### config.mk
export PLATFORM = sky130hd
export DESIGN_NAME = ysyx_22050039_ctrl_flat
export DESIGN_NICKNAME = d
export VERILOG_FILES = /design/src/rtl/ysyx_22050039_ctrl_if.sv /design/src/rtl/ysyx_22050039_ctrl.sv /design/src/flat_wrapper.sv
export SDC_FILE = /design/constraint.sdc
export NUM_CORES = 1
export LEC_CHECK = 0
export ABC_AREA = 1
export ABC_CLOCK_PERIOD_IN_PS = 2000
export BUFFER_PORTS_ARGS = -buffer_cell sky130_fd_sc_hd__buf_2
export CAP_MARGIN = 15
export CORE_MARGIN = 10
export CORE_UTILIZATION = 55
export CTS_CLUSTER_SIZE = 12
export DETAILED_ROUTE_END_ITERATION = 10
export GPL_TIMING_DRIVEN = 1
export PLACE_DENSITY = 0.82
export SLEW_MARGIN = 20
export SYNTH_ARGS = -nofsm -noshare
export SYNTH_HDL_FRONTEND = slang
export SYNTH_SLANG_ARGS = --single-unit
### constraint.sdc
create_clock -name clk -period 2 [get_ports clk]
set_clock_uncertainty 0.1 [all_clocks]
set_input_delay 0.4 -clock clk [delete_from_list [all_inputs] [get_ports clk]]
set_output_delay 0.4 -clock clk [all_outputs]
set_load 0.01 [all_outputs]
### src/rtl/ysyx_22050039_ctrl_if.sv
// Handshake and status bundle between the multi-cycle sequencer and the rest of the core.
// The master modport is the sequencer's view; the slave modport is the datapath/memory view.
interface ysyx_22050039_ctrl_if #(
   parameter int XLEN     = 64,
   parameter int INST_LEN = 32
);
   logic                inst_req;
   logic                inst_valid;
   logic [INST_LEN-1:0] inst_in;
   logic [INST_LEN-1:0] inst_q;
   logic                dec_wreg;
   logic                dec_wpc;
   logic                dec_load;
   logic                dec_store;
   logic                dec_multi;
   logic                dec_ebreak;
   logic                dec_invalid;
   logic                exu_start;
   logic                exu_done;
   logic                mem_req;
   logic                mem_we;
   logic                mem_ack;
   logic                reg_wen;
   logic                pc_wen;
   logic                halt;
   logic                trap;
   logic [XLEN-1:0]     mcycle;
   logic [XLEN-1:0]     minstret;
   logic [2:0]          state;

   modport master (
      output inst_req, inst_q, exu_start, mem_req, mem_we, reg_wen, pc_wen,
             halt, trap, mcycle, minstret, state,
      input  inst_valid, inst_in, dec_wreg, dec_wpc, dec_load, dec_store,
             dec_multi, dec_ebreak, dec_invalid, exu_done, mem_ack
   );

   modport slave (
      input  inst_req, inst_q, exu_start, mem_req, mem_we, reg_wen, pc_wen,
             halt, trap, mcycle, minstret, state,
      output inst_valid, inst_in, dec_wreg, dec_wpc, dec_load, dec_store,
             dec_multi, dec_ebreak, dec_invalid, exu_done, mem_ack
   );
endinterface

### src/rtl/ysyx_22050039_ctrl.sv
// Multi-cycle IF/ID/EX/MEM/WB sequencer: one instruction at a time, single-shot write enables,
// cycle/instret counters, ebreak halt and invalid/timeout trap into an absorbing STOP state.
module ysyx_22050039_ctrl #(
   parameter int XLEN     = 64,
   parameter int INST_LEN = 32,
   parameter int TIMEOUT  = 255
) (
   input logic                    clk,
   input logic                    rst,
   ysyx_22050039_ctrl_if.master   bus
);
   typedef enum logic [2:0] {
      S_IDLE = 3'd0,
      S_IF   = 3'd1,
      S_ID   = 3'd2,
      S_EX   = 3'd3,
      S_MEM  = 3'd4,
      S_WB   = 3'd5,
      S_STOP = 3'd6
   } state_t;

   localparam logic [7:0]      WAIT_LAST = 8'(TIMEOUT - 1);
   localparam logic [XLEN-1:0] XONE      = XLEN'(1);

   state_t              state_reg;
   logic [INST_LEN-1:0] inst_q_reg;
   logic [7:0]          wait_cnt_reg;
   logic                wreg_reg, wpc_reg, ls_reg, store_reg;
   logic                inst_req_reg, exu_start_reg, mem_req_reg, mem_we_reg;
   logic                reg_wen_reg, pc_wen_reg, halt_reg, trap_reg;
   logic [XLEN-1:0]     mcycle_reg, minstret_reg;

   // Every output is a flop: request/enable levels are set when entering a state, cleared on leaving.
   always_ff @(posedge clk) begin
      if (rst) begin
         state_reg     <= S_IDLE;
         inst_q_reg    <= '0;
         wait_cnt_reg  <= '0;
         wreg_reg      <= 1'b0;
         wpc_reg       <= 1'b0;
         ls_reg        <= 1'b0;
         store_reg     <= 1'b0;
         inst_req_reg  <= 1'b0;
         exu_start_reg <= 1'b0;
         mem_req_reg   <= 1'b0;
         mem_we_reg    <= 1'b0;
         reg_wen_reg   <= 1'b0;
         pc_wen_reg    <= 1'b0;
         halt_reg      <= 1'b0;
         trap_reg      <= 1'b0;
         mcycle_reg    <= '0;
         minstret_reg  <= '0;
      end else begin
         mcycle_reg    <= mcycle_reg + XONE;
         exu_start_reg <= 1'b0;
         reg_wen_reg   <= 1'b0;
         pc_wen_reg    <= 1'b0;
         case (state_reg)
            S_IDLE: begin
               state_reg    <= S_IF;
               inst_req_reg <= 1'b1;
               wait_cnt_reg <= '0;
            end
            S_IF: begin
               if (bus.inst_valid) begin
                  inst_q_reg   <= bus.inst_in;
                  inst_req_reg <= 1'b0;
                  state_reg    <= S_ID;
               end else if (wait_cnt_reg == WAIT_LAST) begin
                  inst_req_reg <= 1'b0;
                  trap_reg     <= 1'b1;
                  state_reg    <= S_STOP;
               end else begin
                  wait_cnt_reg <= wait_cnt_reg + 8'd1;
               end
            end
            S_ID: begin
               wreg_reg  <= bus.dec_wreg;
               wpc_reg   <= bus.dec_wpc;
               ls_reg    <= bus.dec_load | bus.dec_store;
               store_reg <= bus.dec_store;
               if (bus.dec_invalid) begin
                  trap_reg  <= 1'b1;
                  state_reg <= S_STOP;
               end else if (bus.dec_ebreak) begin
                  halt_reg     <= 1'b1;
                  minstret_reg <= minstret_reg + XONE;
                  state_reg    <= S_STOP;
               end else if (bus.dec_multi) begin
                  exu_start_reg <= 1'b1;
                  wait_cnt_reg  <= '0;
                  state_reg     <= S_EX;
               end else if (bus.dec_load | bus.dec_store) begin
                  mem_req_reg  <= 1'b1;
                  mem_we_reg   <= bus.dec_store;
                  wait_cnt_reg <= '0;
                  state_reg    <= S_MEM;
               end else begin
                  reg_wen_reg <= bus.dec_wreg;
                  pc_wen_reg  <= bus.dec_wpc;
                  state_reg   <= S_WB;
               end
            end
            S_EX: begin
               if (bus.exu_done) begin
                  if (ls_reg) begin
                     mem_req_reg  <= 1'b1;
                     mem_we_reg   <= store_reg;
                     wait_cnt_reg <= '0;
                     state_reg    <= S_MEM;
                  end else begin
                     reg_wen_reg <= wreg_reg;
                     pc_wen_reg  <= wpc_reg;
                     state_reg   <= S_WB;
                  end
               end else if (wait_cnt_reg == WAIT_LAST) begin
                  trap_reg  <= 1'b1;
                  state_reg <= S_STOP;
               end else begin
                  wait_cnt_reg <= wait_cnt_reg + 8'd1;
               end
            end
            S_MEM: begin
               if (bus.mem_ack) begin
                  mem_req_reg <= 1'b0;
                  mem_we_reg  <= 1'b0;
                  reg_wen_reg <= wreg_reg;
                  pc_wen_reg  <= wpc_reg;
                  state_reg   <= S_WB;
               end else if (wait_cnt_reg == WAIT_LAST) begin
                  mem_req_reg <= 1'b0;
                  mem_we_reg  <= 1'b0;
                  trap_reg    <= 1'b1;
                  state_reg   <= S_STOP;
               end else begin
                  wait_cnt_reg <= wait_cnt_reg + 8'd1;
               end
            end
            S_WB: begin
               minstret_reg <= minstret_reg + XONE;
               inst_req_reg <= 1'b1;
               wait_cnt_reg <= '0;
               state_reg    <= S_IF;
            end
            default: state_reg <= S_STOP;
         endcase
      end
   end

   assign bus.inst_req  = inst_req_reg;
   assign bus.inst_q    = inst_q_reg;
   assign bus.exu_start = exu_start_reg;
   assign bus.mem_req   = mem_req_reg;
   assign bus.mem_we    = mem_we_reg;
   assign bus.reg_wen   = reg_wen_reg;
   assign bus.pc_wen    = pc_wen_reg;
   assign bus.halt      = halt_reg;
   assign bus.trap      = trap_reg;
   assign bus.mcycle    = mcycle_reg;
   assign bus.minstret  = minstret_reg;
   assign bus.state     = state_reg;
endmodule

### src/flat_wrapper.sv
// flat-port wrapper written by rule: the top's interface ports become plain ports
module ysyx_22050039_ctrl_flat 
#(
   parameter int XLEN     = 64,
   parameter int INST_LEN = 32,
   parameter int TIMEOUT  = 255
)
  (clk, rst, bus_inst_req, bus_inst_q, bus_exu_start, bus_mem_req, bus_mem_we, bus_reg_wen, bus_pc_wen, bus_halt, bus_trap, bus_mcycle, bus_minstret, bus_state, bus_inst_valid, bus_inst_in, bus_dec_wreg, bus_dec_wpc, bus_dec_load, bus_dec_store, bus_dec_multi, bus_dec_ebreak, bus_dec_invalid, bus_exu_done, bus_mem_ack);
  ysyx_22050039_ctrl_if #(.XLEN(XLEN), .INST_LEN(INST_LEN)) bus_i ();
  input logic clk;
  input logic rst;
  output wire logic [$bits(bus_i.inst_req)-1:0] bus_inst_req;
  output wire logic [$bits(bus_i.inst_q)-1:0] bus_inst_q;
  output wire logic [$bits(bus_i.exu_start)-1:0] bus_exu_start;
  output wire logic [$bits(bus_i.mem_req)-1:0] bus_mem_req;
  output wire logic [$bits(bus_i.mem_we)-1:0] bus_mem_we;
  output wire logic [$bits(bus_i.reg_wen)-1:0] bus_reg_wen;
  output wire logic [$bits(bus_i.pc_wen)-1:0] bus_pc_wen;
  output wire logic [$bits(bus_i.halt)-1:0] bus_halt;
  output wire logic [$bits(bus_i.trap)-1:0] bus_trap;
  output wire logic [$bits(bus_i.mcycle)-1:0] bus_mcycle;
  output wire logic [$bits(bus_i.minstret)-1:0] bus_minstret;
  output wire logic [$bits(bus_i.state)-1:0] bus_state;
  input wire logic [$bits(bus_i.inst_valid)-1:0] bus_inst_valid;
  input wire logic [$bits(bus_i.inst_in)-1:0] bus_inst_in;
  input wire logic [$bits(bus_i.dec_wreg)-1:0] bus_dec_wreg;
  input wire logic [$bits(bus_i.dec_wpc)-1:0] bus_dec_wpc;
  input wire logic [$bits(bus_i.dec_load)-1:0] bus_dec_load;
  input wire logic [$bits(bus_i.dec_store)-1:0] bus_dec_store;
  input wire logic [$bits(bus_i.dec_multi)-1:0] bus_dec_multi;
  input wire logic [$bits(bus_i.dec_ebreak)-1:0] bus_dec_ebreak;
  input wire logic [$bits(bus_i.dec_invalid)-1:0] bus_dec_invalid;
  input wire logic [$bits(bus_i.exu_done)-1:0] bus_exu_done;
  input wire logic [$bits(bus_i.mem_ack)-1:0] bus_mem_ack;
  assign bus_inst_req = bus_i.inst_req;
  assign bus_inst_q = bus_i.inst_q;
  assign bus_exu_start = bus_i.exu_start;
  assign bus_mem_req = bus_i.mem_req;
  assign bus_mem_we = bus_i.mem_we;
  assign bus_reg_wen = bus_i.reg_wen;
  assign bus_pc_wen = bus_i.pc_wen;
  assign bus_halt = bus_i.halt;
  assign bus_trap = bus_i.trap;
  assign bus_mcycle = bus_i.mcycle;
  assign bus_minstret = bus_i.minstret;
  assign bus_state = bus_i.state;
  assign bus_i.inst_valid = bus_inst_valid;
  assign bus_i.inst_in = bus_inst_in;
  assign bus_i.dec_wreg = bus_dec_wreg;
  assign bus_i.dec_wpc = bus_dec_wpc;
  assign bus_i.dec_load = bus_dec_load;
  assign bus_i.dec_store = bus_dec_store;
  assign bus_i.dec_multi = bus_dec_multi;
  assign bus_i.dec_ebreak = bus_dec_ebreak;
  assign bus_i.dec_invalid = bus_dec_invalid;
  assign bus_i.exu_done = bus_exu_done;
  assign bus_i.mem_ack = bus_mem_ack;
  ysyx_22050039_ctrl #(.XLEN(XLEN), .INST_LEN(INST_LEN), .TIMEOUT(TIMEOUT)) u_core (.clk(clk), .rst(rst), .bus(bus_i));
endmodule
==> summary by stage <==
Synthesis
The post-synthesis register bit count is between 150 and 200. The mean area per synthesized cell is 6.389 µm². After synthesis, the share of flip-flops with an asynchronous set or reset is 0%. The netlist area before placement is just over 10000 µm². Of the synthesized area, sequential elements account for between 30% and 40%. The number of enable-type register cells in the synthesized netlist is 0. The synthesis warning total is 0. Synthesis produced a netlist whose cell count is ~1600.

In this run, distinct cell masters in the synthesized netlist total 44. The predominant post-synthesis flop cell is sky130_fd_sc_hd__dfxtp_1. Synthesis produced a netlist with a net count of between 1500 and 2000.

Routing
The number of vias after detailed routing is approximately 11000. After detailed routing, the number of remaining DRC violations is 0. In the final routed layout, each cell accounts on average for approximately 16 µm.

The detailed-routing iteration count for the pre-antenna-repair pass is 5. After detailed routing, the total wire length is 33390 µm. After detailed routing, the number of vias per cell comes to around 5.4. In this run the remaining antenna-violating nets after routing total 0. The detailed router finished its first iteration with roughly 1100 violations.

Power and ir drop
The power density normalized to cell area is between 700 and 800 nW/µm². The worst supply voltage drop on vdd is ~0.67 mV. Power comes to 9.787 mW. The total leakage power is about 5.2 nW.

Timing
The transition time at the pin with the least slew margin is 0.5180 ns. The post-route minimum period is ~1.9 ns. For the final routed database, the setup TNS stands at 0 ns.

The number of failing setup endpoints in the final timing report is 0. The post-route worst setup slack is roughly 0.060 ns. The worst relative slew slack is about two thirds. Setup repair after global routing could not meet its margin everywhere.

The final count of hold timing violations is 0. The post-route fraction of the period consumed by the critical path is 96.98%. For this run, the top clock speed supported by timing is approximately 520 MHz. The number of max-slew violations in the final report was 0.

CTS
The clock passes through at most 2 buffers. The deepest level of the CTS H-tree is 4. At the later pin of the worst-skew pair, clock insertion delay measures approximately 0.45 ns. The number of buffers inserted for hold repair after clock tree synthesis is 0. Clock tree synthesis inserted a total of 17 buffers. The clock transition at the registers of the reported paths is around 0.070 ns. The TritonCTS clock tree is built.

The number of sinks on the clock net is 183. The master cell of the clock root buffer is sky130_fd_sc_hd__clkbuf_16.

Outcome
The flow ran to the end, and the final reports show no timing, DRC or antenna violations.

Global routing
The layer with the highest usage is met2. In the global route stage, met1 resource usage came out at 32.78%. Across every metal layer, demand over resource in global routing totals 26.73%.

The largest net degree at the start of global routing is 111. The total overflow left after global routing is 0. The initial antenna violation count is 0. The fraction of met3 tracks used by global routing is 6.093%. The first global-routing pass estimated approximately 53000 µm of wire.

For met2 alone, demand over resource in global routing was a little under half. The number of global-route vias before repair is 10470.

Setup path
The signal arrival time at the worst endpoint is 2.23 ns. The worst setup path is captured at a flop. STA puts the critical path data required time at ~2.3 ns.

The startpoint type of the worst setup path is a flop. In this run the worst path has a maximum fanout of 6. The critical setup path kind is flop to flop.

Placement
The congestion estimate from routability-driven global placement came to 1.003. Detailed placement finished with a half-perimeter wire length of 26260 µm. The count of buffers added on input and output ports is 214.

At the placement stage, the worst setup path has a slack of around 0.067 ns.

Run
The number of maximum-capacitance constraint violations is 0.

Cells and area
The core utilization of the finished layout is around 69%. The total of fill cells in the finished design is between 1500 and 2000. In the layout the commonest cells are sky130_fd_sc_hd__nand2_1 (367), sky130_fd_sc_hd__nor2_1 (325), sky130_fd_sc_hd__buf_2 (213). The repair_antennas step left the layout with diodes totalling 0. The net count reported at finish is around 1900.

The most frequent standard cell in the layout excluding fill and tap cells is sky130_fd_sc_hd__nand2_1. The ratio of cells with drive above 1 in the final layout is roughly a fifth. The area added between synthesis and finish is 23.77%.

Floorplan
The vertical extent of the die is about 160 µm. The initial utilization of the core area, before any placement, comes to about 56%. In this run the horizontal extent of the chip is between 150 and 200 µm. The floorplan step defined a die boundary enclosing 24170 µm².

The initialized floorplan defines 49 standard-cell rows. After floorplanning, the core was sized to cover ~18000 µm². 215 I/O pins were placed.

Hold path
In this run the worst hold path is classified as input port to flop.
## layout make-up
cell class / count / area, µm² / share of cell area, %
flip-flops and latches: 183 / 3675 / 29.41
repair buffers: 271 / 1539 / 12.32
clock buffers: 19 / 452.9 / 3.625
clock inverters: 13 / 180.2 / 1.442
well taps: 229 / 286.5 / 2.293
multi-input cells: 1169 / 5615 / 44.94
inverters: 198 / 745.7 / 5.968
## synthesized netlist by cell type (5+ instances only)
library cell | count | area, µm²
sky130_fd_sc_hd__a21oi_1 | 78 | 390.4
sky130_fd_sc_hd__clkbuf_1 | 22 | 82.58
sky130_fd_sc_hd__dfxtp_1 | 183 | 3664
sky130_fd_sc_hd__inv_1 | 192 | 720.7
sky130_fd_sc_hd__nand2_1 | 368 | 1381
sky130_fd_sc_hd__nand2_2 | 7 | 43.79
sky130_fd_sc_hd__nand3_1 | 83 | 415.4
sky130_fd_sc_hd__nand3_2 | 8 | 80.08
sky130_fd_sc_hd__nand4_1 | 57 | 356.6
sky130_fd_sc_hd__nor2_1 | 329 | 1235
sky130_fd_sc_hd__nor2_2 | 18 | 112.6
sky130_fd_sc_hd__nor2_4 | 11 | 123.9
sky130_fd_sc_hd__nor3_1 | 42 | 210.2
sky130_fd_sc_hd__nor3b_1 | 7 | 52.55
sky130_fd_sc_hd__o21ai_0 | 79 | 395.4
sky130_fd_sc_hd__or2_0 | 5 | 31.28
sky130_fd_sc_hd__xnor2_1 | 8 | 70.07
sky130_fd_sc_hd__xor2_1 | 20 | 175.2
## per-layer routing
layer / up-vias / share of wire, % / wire [µm]
li1: 5555 / - / -
met1: 5152 / 40 / 13330
met2: 519 / 49 / 16380
met3: 60 / 8.9 / 2962
met4: 0 / 2.2 / 719
met5: - / 0 / 0
## per-stage QoR
stage | std cells | cell area, µm² | hold slack [ns]
detailed placement | 2043 | 11720 | 0.3525
global route | 2082 | 12490 | 0.1152
CTS | 2075 | 12350 | 0.09842
global placement | 2043 | 11720 | 0.3373
floorplan | 1580 | 10090 | 0.3314
finish | 2082 | 12490 | 0.09939
## final timing paths
check,startpoint,endpoint,slack (ns),cells past startpoint
worst max-delay path,u_core.bus.minstret[34],u_core.bus.minstret[60],0.06,8
worst min-delay path,bus_inst_in[3],u_core.bus.inst_q[3],0.1,3
worst max register to register,u_core.bus.minstret[34],u_core.bus.minstret[60],0.06,8
worst min register to register,u_core.wreg_reg,u_core.wreg_reg,0.36,2
## cells by family (layout without fill, tap and decap cells)
logic type	Yosys count	in the layout	share of synthesized area (%)
simple gates	958	958	42.58
buf+inv	228	501	8.850
flops	183	183	36.29
compound gates	179	179	9.358
xor+xnor	28	28	2.429
fa+ha+maj	4	4	0.4958
## what timing repair did
action,4_1_cts,5_1_grt
resized for setup,0,27
setup buffers,0,7
setup endpoints to repair,0,35
## power breakdown
part           leakage [nW]  internal, mW  switching [mW]
Combinational          3.42         0.726            1.29
Clock                 0.305          2.07            1.59
Sequential             1.48          3.94           0.170
Total                  5.21          6.74            3.05
## worst max-delay path, cell delays in order, from the launching register on
cell	delay, ns
sky130_fd_sc_hd__dfxtp_1	0.45
sky130_fd_sc_hd__nand2_1	0.14
sky130_fd_sc_hd__nor2_1	0.20
sky130_fd_sc_hd__nand2_1	0.15
sky130_fd_sc_hd__nor3b_1	0.47
sky130_fd_sc_hd__nand3_1	0.16
sky130_fd_sc_hd__nand2_1	0.09
sky130_fd_sc_hd__inv_1	0.04
sky130_fd_sc_hd__nor2_1	0.08
(Power assumes the default switching activity.)
